**config.mk**
```make
export PLATFORM = sky130hd
export DESIGN_NAME = audio_shifter
export DESIGN_NICKNAME = d
export VERILOG_FILES = /design/src/rtl/audio_shifter.sv
export SDC_FILE = /design/constraint.sdc
export NUM_CORES = 1
export LEC_CHECK = 0
export ABC_AREA = 1
export ABC_CLOCK_PERIOD_IN_PS = 2000
export CORE_MARGIN = 2
export CORE_UTILIZATION = 64
export CTS_CLUSTER_DIAMETER = 150
export DETAILED_ROUTE_END_ITERATION = 7
export DONT_BUFFER_PORTS = 1
export MAX_ROUTING_LAYER = met4
export PLACE_DENSITY = 0.8
export SETUP_SLACK_MARGIN = 0.3
export SYNTH_ARGS = -nofsm -noshare
export SYNTH_HDL_FRONTEND = slang
export SYNTH_SLANG_ARGS = --single-unit
export TNS_END_PERCENT = 50
```
**constraint.sdc**
```tcl
create_clock -name clk -period 2 [get_ports clk]
set_input_delay 0 -clock clk [delete_from_list [all_inputs] [get_ports clk]]
set_output_delay 0 -clock clk [all_outputs]
set_load 0.01 [all_outputs]
```
**src/rtl/audio_shifter.sv**
```systemverilog
// audio_shifter: serial output stage for the audio path.
// Takes one WIDTH-bit word per load handshake and shifts it MSB-first to the
// DAC over an SPI mode-0 link (sclk idles low, data changes on the falling
// edge, the DAC samples on the rising edge). cs_n frames each word and is held
// high for CS_GAP cycles between frames.
module audio_shifter #(
    parameter int WIDTH  = 76,  // bits per frame (>= 2)
    parameter int DIV    = 4,   // clk cycles per sclk half-period (>= 1)
    parameter int CS_GAP = 2    // clk cycles cs_n stays high after a frame (>= 1)
) (
    input  logic             clk,
    input  logic             rst,    // asynchronous, active-low
    input  logic             en,     // clock enable: low freezes everything
    input  logic             load,
    input  logic [WIDTH-1:0] data,
    output logic             ready,
    output logic             done,
    output logic             sclk,
    output logic             mosi,
    output logic             cs_n
);

    // Counter widths; a divide or gap of one still needs a one-bit counter.
    localparam int HC_W = (DIV > 1) ? $clog2(DIV) : 1;
    localparam int BC_W = $clog2(WIDTH);
    localparam int GC_W = (CS_GAP > 1) ? $clog2(CS_GAP) : 1;

    localparam logic [HC_W-1:0] HC_LAST = HC_W'(DIV - 1);
    localparam logic [BC_W-1:0] BC_LAST = BC_W'(WIDTH - 1);
    localparam logic [GC_W-1:0] GC_LAST = GC_W'(CS_GAP - 1);

    typedef enum logic [1:0] {
        S_IDLE  = 2'd0,
        S_SHIFT = 2'd1,
        S_GAP   = 2'd2
    } state_e;

    state_e            state_q,  state_d;
    logic [WIDTH-1:0]  shreg_q,  shreg_d;   // remaining bits, next bit at MSB
    logic [HC_W-1:0]   hcnt_q,   hcnt_d;    // cycles spent in current sclk phase
    logic [BC_W-1:0]   bcnt_q,   bcnt_d;    // index of the bit on the wire
    logic [GC_W-1:0]   gcnt_q,   gcnt_d;    // cycles spent in the gap
    logic              sclk_q,   sclk_d;    // also marks low/high phase of a bit
    logic              mosi_q,   mosi_d;
    logic              cs_n_q,   cs_n_d;
    logic              done_q,   done_d;

    // Handshake is combinational so the controller sees it in the same cycle.
    assign ready = (state_q == S_IDLE) && en && rst;

    assign sclk = sclk_q;
    assign mosi = mosi_q;
    assign cs_n = cs_n_q;
    assign done = done_q;

    // Next-state and next-output computation for the frame sequencer.
    always_comb begin
        // NOTE: every signal gets a default first so no path leaves one unassigned (no latches).
        state_d = state_q;
        shreg_d = shreg_q;
        hcnt_d  = hcnt_q;
        bcnt_d  = bcnt_q;
        gcnt_d  = gcnt_q;
        sclk_d  = sclk_q;
        mosi_d  = mosi_q;
        cs_n_d  = cs_n_q;
        done_d  = 1'b0;     // done is a single-cycle pulse

        case (state_q)
            S_IDLE: begin
                cs_n_d = 1'b1;
                sclk_d = 1'b0;
                mosi_d = 1'b0;
                if (load) begin
                    // Frame starts: first bit goes on the wire with cs_n low
                    // so it is stable for the whole first low phase.
                    state_d = S_SHIFT;
                    shreg_d = data;
                    hcnt_d  = '0;
                    bcnt_d  = '0;
                    cs_n_d  = 1'b0;
                    mosi_d  = data[WIDTH-1];
                end
            end

            S_SHIFT: begin
                if (hcnt_q == HC_LAST) begin
                    hcnt_d = '0;
                    if (!sclk_q) begin
                        // End of low phase: DAC samples on this rise.
                        sclk_d = 1'b1;
                    end else if (bcnt_q == BC_LAST) begin
                        // End of the last high phase: release the frame.
                        state_d = S_GAP;
                        gcnt_d  = '0;
                        sclk_d  = 1'b0;
                        mosi_d  = 1'b0;
                        cs_n_d  = 1'b1;
                        done_d  = 1'b1;
                    end else begin
                        // End of a high phase: sclk falls and the next bit
                        // appears on the same edge.
                        shreg_d = shreg_q << 1;
                        bcnt_d  = bcnt_q + 1'b1;
                        sclk_d  = 1'b0;
                        mosi_d  = shreg_q[WIDTH-2];
                    end
                end else begin
                    hcnt_d = hcnt_q + 1'b1;
                end
            end

            S_GAP: begin
                cs_n_d = 1'b1;
                sclk_d = 1'b0;
                mosi_d = 1'b0;
                if (gcnt_q == GC_LAST) begin
                    state_d = S_IDLE;
                end else begin
                    gcnt_d = gcnt_q + 1'b1;
                end
            end

            default: begin
                state_d = S_IDLE;
                sclk_d  = 1'b0;
                mosi_d  = 1'b0;
                cs_n_d  = 1'b1;
            end
        endcase
    end

    // State and registered outputs; en low freezes the whole block in place.
    always_ff @(posedge clk or negedge rst) begin
        if (!rst) begin
            // NOTE: the shift register is only WIDTH flops, so it is reset along with the counters.
            state_q <= S_IDLE;
            shreg_q <= '0;
            hcnt_q  <= '0;
            bcnt_q  <= '0;
            gcnt_q  <= '0;
            sclk_q  <= 1'b0;
            mosi_q  <= 1'b0;
            cs_n_q  <= 1'b1;
            done_q  <= 1'b0;
        end else if (en) begin
            // NOTE: non-blocking assignments so every flop samples pre-edge values.
            state_q <= state_d;
            shreg_q <= shreg_d;
            hcnt_q  <= hcnt_d;
            bcnt_q  <= bcnt_d;
            gcnt_q  <= gcnt_d;
            sclk_q  <= sclk_d;
            mosi_q  <= mosi_d;
            cs_n_q  <= cs_n_d;
            done_q  <= done_d;
        end
    end

endmodule

```
Yosys cells after proc, flatten, opt, wreduce, memory -nomap -nowiden --
Cells that the tools add are included. W data, S select, Z words.
Operators by class: reduce and logical (&&, ||, !) cells 12, mux-type cells 41, equality and inequality tests 10, $add $sub $neg 3
Operators with widths (count):
- $mux W75 | 4
- $pmux W75 S2 | 1
- $mux W7 | 4
- $mux W1 | 19
- $mux W2 | 7
- $pmux W7 S2 | 1
- $ne A2 B2 Y1 const B | 6
- $reduce_and A6 Y1 | 2
- $add A7 B1 Y7 const B | 1
- $eq A7 B7 Y1 const B | 1
- $pmux W1 S2 | 3
- $pmux W2 S3 | 1
- $reduce_and A3 Y1 | 2
- $reduce_and A5 Y1 | 1
- $eq A2 B2 Y1 const B | 2
- $pmux W2 S2 | 1
- $reduce_and A4 Y1 | 1
- $reduce_bool A2 Y1 | 2
- $add A2 B1 Y2 const B | 1
- $eq A2 B1 Y1 const B | 1
- $logic_and A1 B1 Y1 | 2
- $logic_not A2 Y1 | 1
- $reduce_and A2 Y1 | 1
- $add A1 B1 Y1 const B | 1
Word-level totals: register bits after elaboration 91, input bits 80

Depth between registers and ports, before layout --
depth after elaboration 5, mapped depth 9, gate-level depth less buffers 8

Worst setup path after synthesis --
No wires, ideal clock.
path kind register to register, start reg hcnt_q[0], end reg shreg_q[31], stages on the path, launching flop included 8, path slack 0.482 ns, clock period less this slack 1.518 ns, data arrival time 1.401 ns, library setup time 0.117 ns, cell sequence dfrtp_1 -> ha_1 -> nand3_1 -> a21oi_2 -> nand3_2 -> clkbuf_1 -> nand2_1 -> nand2_1
On the way: longest elaborated chain between the ends 3
RTL lines:
- from (decl) | line 40 | logic [HC_W-1:0] hcnt_q, hcnt_d;
- from (signal assigned) | line 150 | hcnt_q <= hcnt_d;
- $eq A2 B2 Y1 | line 87 | if (hcnt_q == HC_LAST) begin
- $ne A2 B2 Y1 (no line)
- $reduce_and A6 Y1 (no line)
- to (signal assigned) | line 149 | shreg_q <= shreg_d;
- to (decl) | line 39 | logic [WIDTH-1:0] shreg_q, shreg_d;
No other way between the ends. A chain may end at the register's enable or synchronous reset.

Final worst setup path --
start reg hcnt_q[0], end reg shreg_q[25]
Same word-level chain as after synthesis.

==> impl_results.md <==
* Leak at 3.33 nW
* Clk network pwr share at 15.7%
* Simple logic cell fraction of the synthesized area at 45.3%
* Post-Route Setup TNS at 0 ns
* Clock Latency Late Sink at 0.36 ns
* Vertical die dimension at 90.9 um
* Worst reg2reg path depth at 7
* Via count of the first global-routing pass at 4593
* Number of design-rule violations left by the first detailed-router iteration at 562
* Die footprint at 8260 um^2
* CP Data Arrival Time at 1.93 ns
* Required time at the worst-slack endpoint at 2.25 ns
* Level count of the clock H-tree at 3
* Layout overhead on the synthesized area at 27.3%
* Netlist area before placement at 4830 um^2
* Inst Count DP at 757
* Post-Synthesis Net Count at 772
* Critical path class: flop to flop
* Clk pin slew, worst setup/hold paths at 0.09 ns
* HPWL after DPL at 6.98 mm
* Achievable Freq at 594 MHz
* Sort of element at the start of the critical path: flop
* Remaining antenna violation count at 0
* Mean Syn Cell Area at 7.00 um^2
* Slowest cell delay on critical path at 0.40 ns
* Utilization after layout at 84.3%
* Maximum number of buffers from clock root to sink at 2
* Buffers added on ports at 0
* Worst hold-check path type: input port to async pin
* Boundary Pins at 85
* Multiplexer fraction of the synthesized cell area at 0%
* RSZ-0062 raised after global routing: no
* Synthesized instance count at 690
* Largest family of logic cells by synthesized area: simple AND/OR/NAND/NOR gates
* Number of register bits inferred by synthesis at 91
* Total number of placement rows at 31
* Critical Path Sink Type: flop
* Net switching power figure at 3.22 mW
* Shortest clock period the worst path allows after layout at 1.68 ns
* Result of the run: complete, but fails checks
* Total routing resource utilization after global routing at 32.6%
* Number of warnings issued by yosys at 0
* Switching part of the total power at 42.4%
* Adder and majority gate portion of the synthesized area at 0.518%
* Final standard cell count with taps included and fillers excluded at 867
* Initial antenna violation count at 0
* DR vias at 5118
* Slowest cell on the critical path: dfrtp_1
* Worst setup slack before clock tree synthesis at 0.206 ns
* Startpoint of the worst register-to-register path: hcnt_q[0]
* Number of hold violations in the final report at 91
* Part of the power in combinational logic at 43.7%
* Global placement routability congestion at 0.814
* Clock sink total at 91
* Violations in the final reports: negative hold slack
* Critical-path cell list: ha_4 > nand3_2 > a21oi_4 > nand3_4 > clkbuf_16 > nand2_1 > nand2_1
* Total power density per cell area at 1230 nW/um^2
* Total power consumption of the routed design at 7.58 mW
* Congestion Overflow GR at 0
* Setup clock skew after layout at 0.0115 ns
* Slew HR at 74.3%
* Transition time at the pin with the least slew margin at 0.385 ns
* Critical Path Source: hcnt_q[0]
* Most repeated library cell on the critical path: nand2_1
* Root cell of the clock tree: clkbuf_8
* Synth cell types at 22
* CTS buffer count at 9
* Average vias per placed instance at 5.90
* Share of the clock period used by the worst path at 84.2%
* Worst supply voltage drop on vdd at 0.627 mV
* DRC violation count after routing at 0
* Maxcap violations at 0
* Setup violations, final at 0
* Starting Density at 66.2%
* Reg-to-reg critical path endpoint: shreg_q[25]
* Number of pins exceeding their max-slew limit in the final report at 0
* Share of the synthesized area in compound gates (AO/OA/AOI/OAI) at 0.959%
* Largest fanout on the critical path at 8
* Antenna fix cells at 0
* Post-detailed-route wirelength per cell at 16.3 um
* Drt pass-1 iters at 6
* Die outline width at 90.9 um
* Part of the Yosys area used for sequential elements at 47.2%
* Total wirelength of the detailed-routed design at 14.2 mm
* Internal cell power at 4.37 mW
* Maximum number of pins on one net before global-route repair at 93
* R2R setup slack at 0.32 ns
* First-pass GRT wire length at 21.3 mm
* Part of the power in registers at 40.6%
* Fin worst setup slack at 0.316 ns
* Standard cell core area at 7290 um^2
* Ratio of cells with drive above 1 in the final layout at 8.07%
* Worst hold slack across all endpoints at -0.679 ns
* Hold buffer count at cts at 78
* Post-layout nets at 845
* Post-synthesis share of cell area spent on xor and xnor gates at 0.544%
* TritonCTS clock tree: yes
[Yosys cell counts]
master | n | area [um^2]
a21oi_1 | 2 | 10.0
inv_2 | 2 | 7.51
a21oi_2 | 1 | 8.76
buf_2 | 12 | 60.1
nor2_1 | 12 | 45.0
dfstp_2 | 1 | 26.3
nand3_1 | 11 | 55.1
nand2_1 | 418 | 1570
nand2_2 | 1 | 6.26
clkbuf_1 | 18 | 67.6
inv_1 | 13 | 48.8
dfrtp_1 | 90 | 2250
nand4_1 | 76 | 475
nand3b_1 | 3 | 22.5
o21ai_0 | 4 | 20.0
buf_4 | 3 | 22.5
a21boi_0 | 1 | 7.51
nand3_2 | 1 | 10.0
xor2_1 | 3 | 26.3
and3_1 | 1 | 6.26
ha_1 | 2 | 25.0
buf_1 | 15 | 56.3
[per-stage QoR]
| step | cell area (um^2) | hold WS (ns) |
|---|---|---|
| finish | 6150 | -0.679 |
| global route | 6150 | -0.696 |
| CTS | 5870 | -0.696 |
| detailed placement | 4890 | -0.294 |
| global placement | 4890 | -0.294 |
| floorplan | 4830 | -0.296 |
[metal layers]
metal / GRT usage (%) / vias up / share of wire [%]
li1: - / 2350 / -
met1: 42.0 / 2408 / 39
met2: 53.4 / 303 / 50
met3: 4.17 / 57 / 8.5
met4: 12.4 / 0 / 3.3
met5: - / - / 0
[power groups by stage]
stage                     registers, mW  clock network (mW)  logic, mW
final                              3.08                1.19       3.32
after global routing               3.14                1.29       3.70
after detailed placement           3.06                   0       2.69
after CTS                          3.03                1.21       2.84
after global placement             3.02                   0       2.59
after floorplan                    2.94                   0       2.15
[sequential cells by signal, summed over array words and instances (netlist names), 2 cells and up]
register  count
bcnt_q        7
state_q       2
shreg_q      75
hcnt_q        2
[placed cells by master, fill, tap and decap left out, types with 3 or more instances in the layout]
cell type	netlist	layout
o21ai_0	4	4
clkbuf_8	0	11
nor2_1	12	11
nand3b_1	3	3
buf_6	0	7
buf_12	0	3
nand2_1	418	416
nand3_1	11	9
inv_1	13	13
xor2_1	3	3
nand4_1	76	76
buf_4	3	18
clkbuf_16	0	3
dlygate4sd3_1	0	78
dfrtp_1	90	89
[cells by family after synthesis]
kind of cell / after synthesis
AND/OR/NAND/NOR: 523
AO/OA/AOI/OAI: 8
XOR/XNOR: 3
adder cells (fa/ha/maj): 2
flip-flops: 91
buffers and inverters: 63
[what timing repair did]
item,CTS,global route
gates resized for setup,2,21
endpoints found under the setup margin,42,87
pin swaps,0,6
setup buffers,0,10
hold endpoints to repair,174,91
gates cloned,0,6
[cell type report]
type | count | area, um^2
Clock inverter | 5 | 37.5
Fill cell | 436 | 1140
Inverter | 15 | 56.3
Timing Repair Buffer | 110 | 1140
Clock buffer | 11 | 151
Tap cell | 99 | 124
Sequential cell | 91 | 2280
Multi-Input combinational cell | 536 | 2350
[critical path, delay by kind of cell (launching register included)]
kind / cells / cell delay, ns
adder cells (fa/ha/maj): 1 / 0.16
flip-flops: 1 / 0.40
buffers and inverters: 1 / 0.25
AND/OR/NAND/NOR: 4 / 0.48
AO/OA/AOI/OAI: 1 / 0.26
[worst max path at each step]
stage / slack [ns] / end
floorplan: 0.48 / shreg_q[31]
global placement: 0.28 / bcnt_q[5]
detailed placement: 0.21 / bcnt_q[3]
CTS: 0.31 / bcnt_q[1]
global route: 0.25 / shreg_q[72]
finish: 0.32 / shreg_q[25]
No activity file was read; power rests on OpenSTA's default activity.
